File: config.mk
export PLATFORM = sky130hd
export DESIGN_NAME = piece_collision_check_flat
export DESIGN_NICKNAME = d
export VERILOG_FILES = /design/src/rtl/piece_collision_check_if.sv /design/src/rtl/piece_collision_check.sv /design/src/flat_wrapper.sv
export SDC_FILE = /design/constraint.sdc
export NUM_CORES = 1
export LEC_CHECK = 0
export BUFFER_PORTS_ARGS = -buffer_cell sky130_fd_sc_hd__buf_2
export CAP_MARGIN = 20
export CORE_MARGIN = 1
export CORE_UTILIZATION = 56
export DETAILED_ROUTE_END_ITERATION = 6
export GPL_TIMING_DRIVEN = 0
export PLACE_DENSITY = 0.81
export SETUP_SLACK_MARGIN = 0.4
export SLEW_MARGIN = 20
export SYNTH_ARGS = -nofsm -noshare
export SYNTH_HDL_FRONTEND = slang
export SYNTH_SLANG_ARGS = --single-unit
File: constraint.sdc
create_clock -name clk -period 2.95 [get_ports clk]
set_clock_uncertainty 0.15 [all_clocks]
set_input_delay 0.295 -clock clk [delete_from_list [all_inputs] [get_ports clk]]
set_output_delay 0.295 -clock clk [all_outputs]
set_load 0.02 [all_outputs]
File: src/rtl/piece_collision_check_if.sv
// Request/result, shape-ROM and playfield-row signals of the piece collision checker.
`timescale 1ns/1ps
interface piece_collision_check_if #(
  parameter int BOARD_W = 10
);
  logic                 start;
  logic [2:0]           tetro_in;
  logic [1:0]           dir_in;
  logic signed [4:0]    pos_x;
  logic signed [5:0]    pos_y;
  logic [2:0]           rom_tetro;
  logic [1:0]           rom_dir;
  logic [3:0][3:0]      rom_data;
  logic [4:0]           board_row_addr;
  logic [BOARD_W-1:0]   board_row_data;
  logic                 busy;
  logic                 done;
  logic                 hit;

  modport master (
    output start, tetro_in, dir_in, pos_x, pos_y, rom_data, board_row_data,
    input  rom_tetro, rom_dir, board_row_addr, busy, done, hit
  );

  modport slave (
    input  start, tetro_in, dir_in, pos_x, pos_y, rom_data, board_row_data,
    output rom_tetro, rom_dir, board_row_addr, busy, done, hit
  );
endinterface

File: src/rtl/piece_collision_check.sv
// Checks a 4x4 piece box against side walls, floor and playfield occupancy,
// one box row per cycle with a one-cycle board read pipeline.
`timescale 1ns/1ps
module piece_collision_check #(
  parameter int BOARD_W = 10,
  parameter int BOARD_H = 20
) (
  input  logic                  clk,
  input  logic                  rst_n,
  piece_collision_check_if.slave bus
);
  localparam logic [1:0] IDLE  = 2'd0;
  localparam logic [1:0] SCAN  = 2'd1;
  localparam logic [1:0] DRAIN = 2'd2;
  localparam logic [1:0] DONE  = 2'd3;

  localparam logic signed [6:0] BOARD_W_S = 7'(BOARD_W);
  localparam logic signed [6:0] BOARD_H_S = 7'(BOARD_H);

  logic [1:0]          state_r;
  logic [1:0]          state_nxt_s;
  logic [1:0]          r_r;
  logic [2:0]          tetro_r;
  logic [1:0]          dir_r;
  logic signed [4:0]   pos_x_r;
  logic signed [5:0]   pos_y_r;
  logic [BOARD_W-1:0]  row_q_r;
  logic                row_valid_r;
  logic                hit_r;
  logic                busy_r;
  logic                done_r;
  logic [4:0]          addr_r;

  logic                accept_s;
  logic [3:0]          rom_row_s;
  logic signed [6:0]   pos_x_ext_s;
  logic signed [6:0]   row_y_s;
  logic signed [6:0]   row_y_next_s;
  logic                row_in_board_s;
  logic                wall_s;
  logic                floor_s;
  logic                occ_s;
  logic [BOARD_W-1:0]  shifted_s;
  logic signed [6:0]   col_v;
  logic signed [6:0]   diff_v;

  // Rows outside the playfield read address 0; their data is masked off anyway
  function automatic logic [4:0] row_addr(input logic signed [6:0] y);
    if (!y[6] && (y < BOARD_H_S)) begin
      row_addr = y[4:0];
    end else begin
      row_addr = 5'd0;
    end
  endfunction

  assign accept_s     = bus.start && ((state_r == IDLE) || (state_r == DONE));
  assign rom_row_s    = bus.rom_data[r_r];
  assign pos_x_ext_s  = {{2{pos_x_r[4]}}, pos_x_r};
  assign row_y_s      = {pos_y_r[5], pos_y_r} + {5'd0, r_r};
  assign row_y_next_s = row_y_s + 7'sd1;

  // Per-row wall/floor checks and alignment of the box row onto board columns
  always_comb begin
    wall_s         = 1'b0;
    shifted_s      = {BOARD_W{1'b0}};
    col_v          = 7'sd0;
    diff_v         = 7'sd0;
    row_in_board_s = !row_y_s[6] && (row_y_s < BOARD_H_S);
    floor_s        = (|rom_row_s) && !row_y_s[6] && (row_y_s >= BOARD_H_S);
    for (int c = 0; c < 4; c++) begin
      col_v  = pos_x_ext_s + 7'(c);
      wall_s = wall_s | (rom_row_s[3-c] & (col_v[6] | (col_v >= BOARD_W_S)));
    end
    for (int x = 0; x < BOARD_W; x++) begin
      diff_v = 7'(x) - pos_x_ext_s;
      if (!diff_v[6] && (diff_v < 7'sd4)) begin
        shifted_s[x] = rom_row_s[~diff_v[1:0]] & row_in_board_s;
      end else begin
        shifted_s[x] = 1'b0;
      end
    end
  end

  assign occ_s = row_valid_r && (|(row_q_r & bus.board_row_data));

  // Next-state selection
  always_comb begin
    state_nxt_s = state_r;
    case (state_r)
      IDLE:    state_nxt_s = accept_s ? SCAN : IDLE;
      SCAN:    state_nxt_s = (r_r == 2'd3) ? DRAIN : SCAN;
      DRAIN:   state_nxt_s = DONE;
      DONE:    state_nxt_s = accept_s ? SCAN : IDLE;
      default: state_nxt_s = IDLE;
    endcase
  end

  // State, latched request, scan pipeline and result registers
  always_ff @(posedge clk or negedge rst_n) begin
    if (!rst_n) begin
      state_r     <= IDLE;
      r_r         <= 2'd0;
      tetro_r     <= 3'd0;
      dir_r       <= 2'd0;
      pos_x_r     <= 5'sd0;
      pos_y_r     <= 6'sd0;
      row_q_r     <= {BOARD_W{1'b0}};
      row_valid_r <= 1'b0;
      hit_r       <= 1'b0;
      busy_r      <= 1'b0;
      done_r      <= 1'b0;
      addr_r      <= 5'd0;
    end else begin
      state_r <= state_nxt_s;
      busy_r  <= (state_nxt_s == SCAN) || (state_nxt_s == DRAIN);
      done_r  <= (state_nxt_s == DONE);
      if (accept_s) begin
        tetro_r     <= bus.tetro_in;
        dir_r       <= bus.dir_in;
        pos_x_r     <= bus.pos_x;
        pos_y_r     <= bus.pos_y;
        r_r         <= 2'd0;
        hit_r       <= 1'b0;
        row_q_r     <= {BOARD_W{1'b0}};
        row_valid_r <= 1'b0;
        addr_r      <= row_addr({bus.pos_y[5], bus.pos_y});
      end else if (state_r == SCAN) begin
        r_r         <= r_r + 2'd1;
        hit_r       <= hit_r | wall_s | floor_s | occ_s;
        row_q_r     <= shifted_s;
        row_valid_r <= row_in_board_s;
        addr_r      <= (r_r == 2'd3) ? 5'd0 : row_addr(row_y_next_s);
      end else if (state_r == DRAIN) begin
        hit_r       <= hit_r | occ_s;
        row_valid_r <= 1'b0;
      end else begin
        hit_r       <= hit_r;
      end
    end
  end

  assign bus.rom_tetro      = tetro_r;
  assign bus.rom_dir        = dir_r;
  assign bus.board_row_addr = addr_r;
  assign bus.busy           = busy_r;
  assign bus.done           = done_r;
  assign bus.hit            = hit_r;
endmodule

File: src/flat_wrapper.sv
// flat-port wrapper written by rule: the top's interface ports become plain ports
module piece_collision_check_flat 
#(
  parameter int BOARD_W = 10,
  parameter int BOARD_H = 20
)
  (clk, rst_n, bus_start, bus_tetro_in, bus_dir_in, bus_pos_x, bus_pos_y, bus_rom_data, bus_board_row_data, bus_rom_tetro, bus_rom_dir, bus_board_row_addr, bus_busy, bus_done, bus_hit);
  piece_collision_check_if #(.BOARD_W(BOARD_W)) bus_i ();
  input  logic clk;
  input  logic rst_n;
  input wire logic [$bits(bus_i.start)-1:0] bus_start;
  input wire logic [$bits(bus_i.tetro_in)-1:0] bus_tetro_in;
  input wire logic [$bits(bus_i.dir_in)-1:0] bus_dir_in;
  input wire logic [$bits(bus_i.pos_x)-1:0] bus_pos_x;
  input wire logic [$bits(bus_i.pos_y)-1:0] bus_pos_y;
  input wire logic [$bits(bus_i.rom_data)-1:0] bus_rom_data;
  input wire logic [$bits(bus_i.board_row_data)-1:0] bus_board_row_data;
  output wire logic [$bits(bus_i.rom_tetro)-1:0] bus_rom_tetro;
  output wire logic [$bits(bus_i.rom_dir)-1:0] bus_rom_dir;
  output wire logic [$bits(bus_i.board_row_addr)-1:0] bus_board_row_addr;
  output wire logic [$bits(bus_i.busy)-1:0] bus_busy;
  output wire logic [$bits(bus_i.done)-1:0] bus_done;
  output wire logic [$bits(bus_i.hit)-1:0] bus_hit;
  assign bus_i.start = bus_start;
  assign bus_i.tetro_in = bus_tetro_in;
  assign bus_i.dir_in = bus_dir_in;
  assign bus_i.pos_x = bus_pos_x;
  assign bus_i.pos_y = bus_pos_y;
  assign bus_i.rom_data = bus_rom_data;
  assign bus_i.board_row_data = bus_board_row_data;
  assign bus_rom_tetro = bus_i.rom_tetro;
  assign bus_rom_dir = bus_i.rom_dir;
  assign bus_board_row_addr = bus_i.board_row_addr;
  assign bus_busy = bus_i.busy;
  assign bus_done = bus_i.done;
  assign bus_hit = bus_i.hit;
  piece_collision_check #(.BOARD_W(BOARD_W), .BOARD_H(BOARD_H)) u_core (.clk(clk), .rst_n(rst_n), .bus(bus_i));
endmodule
# After elaboration in Yosys (flattened, before gate mapping)
# Index checks and enable logic that the tools add are counted.
[op_classes] n_lt_le_gt_ge=29 n_reduce_logical=38 n_mux=50 addsub=16 bitwise_logic=36 eq_ne=7
[op_table] op="7-bit by 4-bit < comparator with 1-bit output (second input constant)" count=10
[op_table] op="2-bit by 3-bit < comparator with 1-bit output (second input constant)" count=11
[op_table] op="1-bit two-way mux" count=27
[op_table] op="5-bit two-way mux" count=5
[op_table] op="4-bit by 5-bit subtractor with 6-bit output (first input constant)" count=4
[op_table] op="7-bit by 5-bit >= comparator with 1-bit output (second input constant)" count=3
[op_table] op="1-bit binary-select mux with 2-bit select" count=10
[op_table] op="10-bit two-way mux" count=2
[op_table] op="2-bit NOT" count=10
[op_table] op="1-bit logical AND" count=17
[op_table] op="1-bit AND" count=14
[op_table] op="7-bit by 6-bit < comparator with 1-bit output (second input constant)" count=2
[op_table] op="1-bit logical NOT" count=13
[op_table] op="5-bit by 3-bit adder with 6-bit output (second input constant)" count=2
[op_table] op="3-bit by 5-bit subtractor with 6-bit output (first input constant)" count=2
[op_table] op="5-bit by 5-bit subtractor with 6-bit output (first input constant)" count=2
[op_table] op="1-bit OR" count=11
[op_table] op="10-bit AND" count=1
[op_table] op="2-bit == test (second input constant)" count=5
[op_table] op="10-bit OR reduction" count=1
[op_table] op="4-bit binary-select mux with 2-bit select" count=1
[op_table] op="6-bit by 3-bit adder with 7-bit output" count=1
[op_table] op="7-bit by 2-bit adder with 7-bit output (second input constant)" count=1
[op_table] op="7-bit by 6-bit >= comparator with 1-bit output (second input constant)" count=1
[op_table] op="other kinds (16)" count=20
[word_totals] wordCells=188 out_inout_bits=13 input_bits=45 ff_bits=39

# Longest topological paths before layout
[depth] word_depth=12 depth_mapped=11 ltp_nobuf=11

# Worst setup path after synthesis
# No wires, ideal clock.
[synth_timing] path_type="register to register" from="register u_core.r_r[0]" to="register u_core.row_q_r[6]" arrival_time_ns=2.421 required_ns=2.690 path_slack_ns=0.269 setup_ns=0.110 path_stages_with_launch=11 synth_period_minus_slack_ns=2.681 n_path_buf=0 path_cell_list="dfrtp_1 -> ha_1 -> fa_1 -> nand3_1 -> xor2_1 -> mux2i_1 -> nor2_1 -> ha_1 -> nand3_1 -> nand2b_1 -> o41ai_1"
[synth_between] elab_chain_len=8 elab_cells_between_ends=12 classes_between="add/sub (1); order compare (1); mux (7); bitwise (1); reduce/logical (2)"
[synth_rtl] item="start, declared" line="piece_collision_check.sv:22" source="logic [1:0] r_r;"
[synth_rtl] item="start signal, assigned" line="piece_collision_check.sv:128" source="r_r <= r_r + 2'd1;"
[synth_rtl] item="parallel branches: the longest is 4 deep, another holds 6-bit by 3-bit adder with 7-bit output"
[synth_rtl] item="1-bit AND *" line="piece_collision_check.sv:77" source="shifted_s[x] = rom_row_s[~diff_v[1:0]] & row_in_board_s;"
[synth_rtl] item="1-bit two-way mux *" line="piece_collision_check.sv:76" source="if (!diff_v[6] && (diff_v < 7'sd4)) begin"
[synth_rtl] item="10-bit two-way mux *" line="piece_collision_check.sv:127" source="end else if (state_r == SCAN) begin"
[synth_rtl] item="10-bit two-way mux *" line="piece_collision_check.sv:117" source="if (accept_s) begin"
[synth_rtl] item="end signal, assigned" line="piece_collision_check.sv:107" source="row_q_r <= {BOARD_W{1'b0}};"
[synth_rtl] item="end signal, assigned" line="piece_collision_check.sv:124" source="row_q_r <= {BOARD_W{1'b0}};"
[synth_rtl] item="end signal, assigned" line="piece_collision_check.sv:130" source="row_q_r <= shifted_s;"
[synth_rtl] item="end, declared" line="piece_collision_check.sv:27" source="logic [BOARD_W-1:0] row_q_r;"
# Every way passes the cells marked *. The select of a mux whose other input is x is not followed.
# A chain may end at the register's enable or synchronous reset.

# Final worst setup path
[layout_timing] from="register u_core.r_r[0]" to="register u_core.row_q_r[3]"
# Same word-level chain as after synthesis.

==> impl_metrics.yaml <==
clock_tree:
  htreeDepth: 2
  cts_tree: "built"
  clock_sinks: 39
  cts.clk_slew.worst_paths_ns: 0.09
  cts_buffer_depth: 2
  cts_root_buffer: "clkbuf_8"
  cts_made_buffers: 5
  insertion_delay_ns: 0.30
synth:
  synth.top_cells.by_count: "60 x nand2_1, 39 x dfrtp_1, 22 x ha_1"
  yosysWarnings: 0
  ys_types: 58
  synth.avg_cell_area_um2: 9.10
  ys_seq_elements: 39
  synth_edf_count: 0
  synthFlopType: "dfrtp_1"
  synth_area_leaders: "dfrtp_1 34%, ha_1 9.5%, nand2_1 7.8%, mux4_2 5.5%, nor2_1 2.6%"
  synth_top_area_cell: "dfrtp_1"
  yosysMostFrequentCell: "nand2_1"
  yosysTopAreaCellShare_pct: 33.8
  yosysSeqAreaShare_pct: 33.8
  synth_nets: 385
  synth_cells: 317
  syn_area_um2: 2890
  synthArstFlopShare_pct: 100
run:
  cap_viol_max_count: 0
critical_path:
  worstReg2RegEnd: "u_core.row_q_r[3]$_DFFE_PN0P_"
  cp_slowest_cell: "dfrtp_1"
  crit_chain: "ha_4 -> fa_2 -> xor2_4 -> nand2_2 -> mux2i_1 -> nor2_1 -> ha_2 -> nand3_4 -> nor4_1 -> a22o_1"
  path_max_fanout: 4
  startpoint_type: "register"
  crit_type: "register to register"
  crit_required_ns: 3.04
  endpoint_kind: "register"
  rr_startpoint: "u_core.r_r[0]$_DFFE_PN0P_"
  critPathMaxStageDelay_ns: 0.43
  rr_worst_depth: 10
  crit_arrival_ns: 2.62
  reg2reg_slack_ns: 0.43
  worstSetupStartpoint: "u_core.r_r[0]$_DFFE_PN0P_"
  worstSetupEndpoint: "u_core.row_q_r[3]$_DFFE_PN0P_"
power:
  swShare_pct: 49.1
  seq_power_share_pct: 20.7
  max-vdd-ir-drop_mv: 0.753
  power.internal_mw: 2.29
  p_leak_nw: 1.68
  combPwrFrac_pct: 70.1
  power.density_nw_per_um2: 1240
  clkPwrFrac_pct: 9.2
  switchingPower_mw: 2.21
drt:
  wl_met2_um: 3630
  met1_length_um: 3430
  drt_iter0_drc: 230
  vias_per_cell: 6.03
  ant_nets: 0
  route.detailed.drc: 0
  routed.top_layer: "met4"
  num_vias: 2780
  met3WireLength_um: 541
  firstDrtPassIters: 5
  detail_route.wl_per_cell_um: 16.6
  finalWirelength_um: 7680
die:
  core.rowCount: 25
  io_pins: 58
  die_y_um: 73.8
  start_util_pct: 59.5
  core_area_um2: 4850
  die_width_um: 73.8
  die_area_um2: 5440
final_layout:
  syn2layout_area_growth_pct: 25.5
  nNetsFinal: 461
  final_cells: 461
  drive_gt1_share_pct: 31.5
  antenna_cells: 0
placed_design:
  globalplace.congestion: 0.894
  dp_hpwl_um: 5340
  port_buffers: 57
  place_inst: 441
worst_hold_path:
  hold_path.class: "input port to register"
  worstHoldStart: "bus_dir_in[0]"
global_routing:
  grt.overflow.total: 0
  antenna_found_initial: 0
  grt_usage_pct: 30.3
  grt_pass1_wl_um: 12300
  grt_max_degree: 40
  grt_pass1_vias: 2572
sta:
  relSlewSlack_pct: 41.7
  setup_viol: 0
  tns_ns: 0
  fin_crit_ns: 2.52
  fmax_mhz: 396
  post-route-period-util_pct: 85.6
  report.final.slew_viol_count: 0
  rsz0062_at_grt: "false"
  tightest_slew_ns: 0.875
  final-hold-violation-count: 0
run_status:
  status: "completed"
[metrics by stage]
| stage | cell area [um2] | worst slack, ns | total power [mW] | hold slack [ns] | utilization [%] |
|---|---|---|---|---|---|
| after global routing | 3620 | 0.379 | 4.84 | 0.0508 | 74.7 |
| after CTS | 3540 | 0.404 | 4.26 | 0.0310 | 73.1 |
| after detailed placement | 3270 | 0.0842 | 3.56 | 0.305 | 67.5 |
| after global placement | 3270 | 0.169 | 3.47 | 0.296 | 67.5 |
| after floorplan | 2900 | 0.420 | 2.92 | -0.151 | - |
| final | 3620 | 0.425 | 4.50 | 0.0252 | 74.7 |
[routing by layer]
metal	track usage, %	vias to the layer above
met5	0	-
met2	49.9	141
met4	7.48	0
met3	4.25	11
met1	42.2	1346
li1	-	1282
[power by group through the flow]
stage	combinational, mW	sequential [mW]	clock [mW]
5_1_grt	3.44	0.957	0.436
3_5_place_dp	2.64	0.921	0
4_1_cts	2.94	0.913	0.414
2_1_floorplan	1.96	0.958	0
6_report	3.16	0.930	0.414
3_3_place_gp	2.56	0.912	0
[cell type report]
class | instances | area (um2)
tap | 67 | 83.8
timing repair buffer | 69 | 378
sequential | 39 | 980
fill | 334 | 1230
clock inverter | 1 | 7.51
inverter | 13 | 48.8
multi-input combinational | 250 | 1920
buffer | 15 | 103
clock buffer | 7 | 96.3
[cell families after synthesis]
| group | share of synthesized area (%) |
|---|---|
| xor gates and xnor gates | 5.42 |
| buffers and inverters | 5.16 |
| muxes | 7.81 |
| adders and majority gates | 10.2 |
| AOI/OAI and AO/OA | 18.5 |
| DFF | 33.8 |
| and+or+nand+nor | 19.1 |
[critical path: cells and delay by family (launching register included)]
| family | cells | cell delay, ns |
|---|---|---|
| AOI/OAI and AO/OA | 1 | 0.17 |
| xor gates and xnor gates | 1 | 0.19 |
| muxes | 1 | 0.07 |
| DFF | 1 | 0.43 |
| adders and majority gates | 3 | 0.81 |
| and+or+nand+nor | 4 | 0.64 |
[registers in the layout, indices dropped and copies added (netlist names)]
signal	flops
u_core.bus.rom_tetro	3
u_core.bus.busy	1
u_core.row_q_r	10
u_core.r_r	2
u_core.bus.done	1
u_core.bus.rom_dir	2
u_core.bus.hit	1
u_core.pos_y_r	6
u_core.state_r	2
u_core.row_valid_r	1
u_core.pos_x_r	5
u_core.bus.board_row_addr	5
[placed cells by master, fill, tap and decap left out, types with 5 or more instances in the layout]
master | Yosys | routed
a21oi_1 | 14 | 13
inv_1 | 13 | 13
mux4_2 | 7 | 7
nand3_1 | 10 | 8
clkbuf_1 | 7 | 5
o21ai_0 | 12 | 11
ha_1 | 22 | 18
xnor2_1 | 8 | 7
a31oi_1 | 8 | 8
buf_4 | 1 | 12
a22oi_1 | 9 | 9
buf_2 | 2 | 59
nor3_1 | 8 | 7
o21ai_1 | 7 | 7
nor2_1 | 20 | 18
nand2b_1 | 8 | 6
clkbuf_8 | 3 | 10
nand2_1 | 60 | 58
xor2_1 | 8 | 7
dfrtp_1 | 39 | 36
[repair_timing]
item,4_1_cts,5_1_grt
hold endpoints to repair,39,0
hold buffers,1,0
endpoints found under the setup margin,16,16
pin swaps,11,7
buffers inserted,9,2
resized for setup,18,12
[worst min path at each step]
stage	endpoint	cells past startpoint
floorplan	u_core.bus.board_row_addr[0]$_DFFE_PN0P_	0
global placement	u_core.row_q_r[2]$_DFFE_PN0P_	1
detailed placement	u_core.row_q_r[4]$_DFFE_PN0P_	1
CTS	u_core.bus.rom_dir[0]$_DFFE_PN0P_	3
global route	u_core.bus.rom_tetro[0]$_DFFE_PN0P_	3
finish	u_core.bus.rom_dir[0]$_DFFE_PN0P_	3
(Power assumes the default switching activity.)
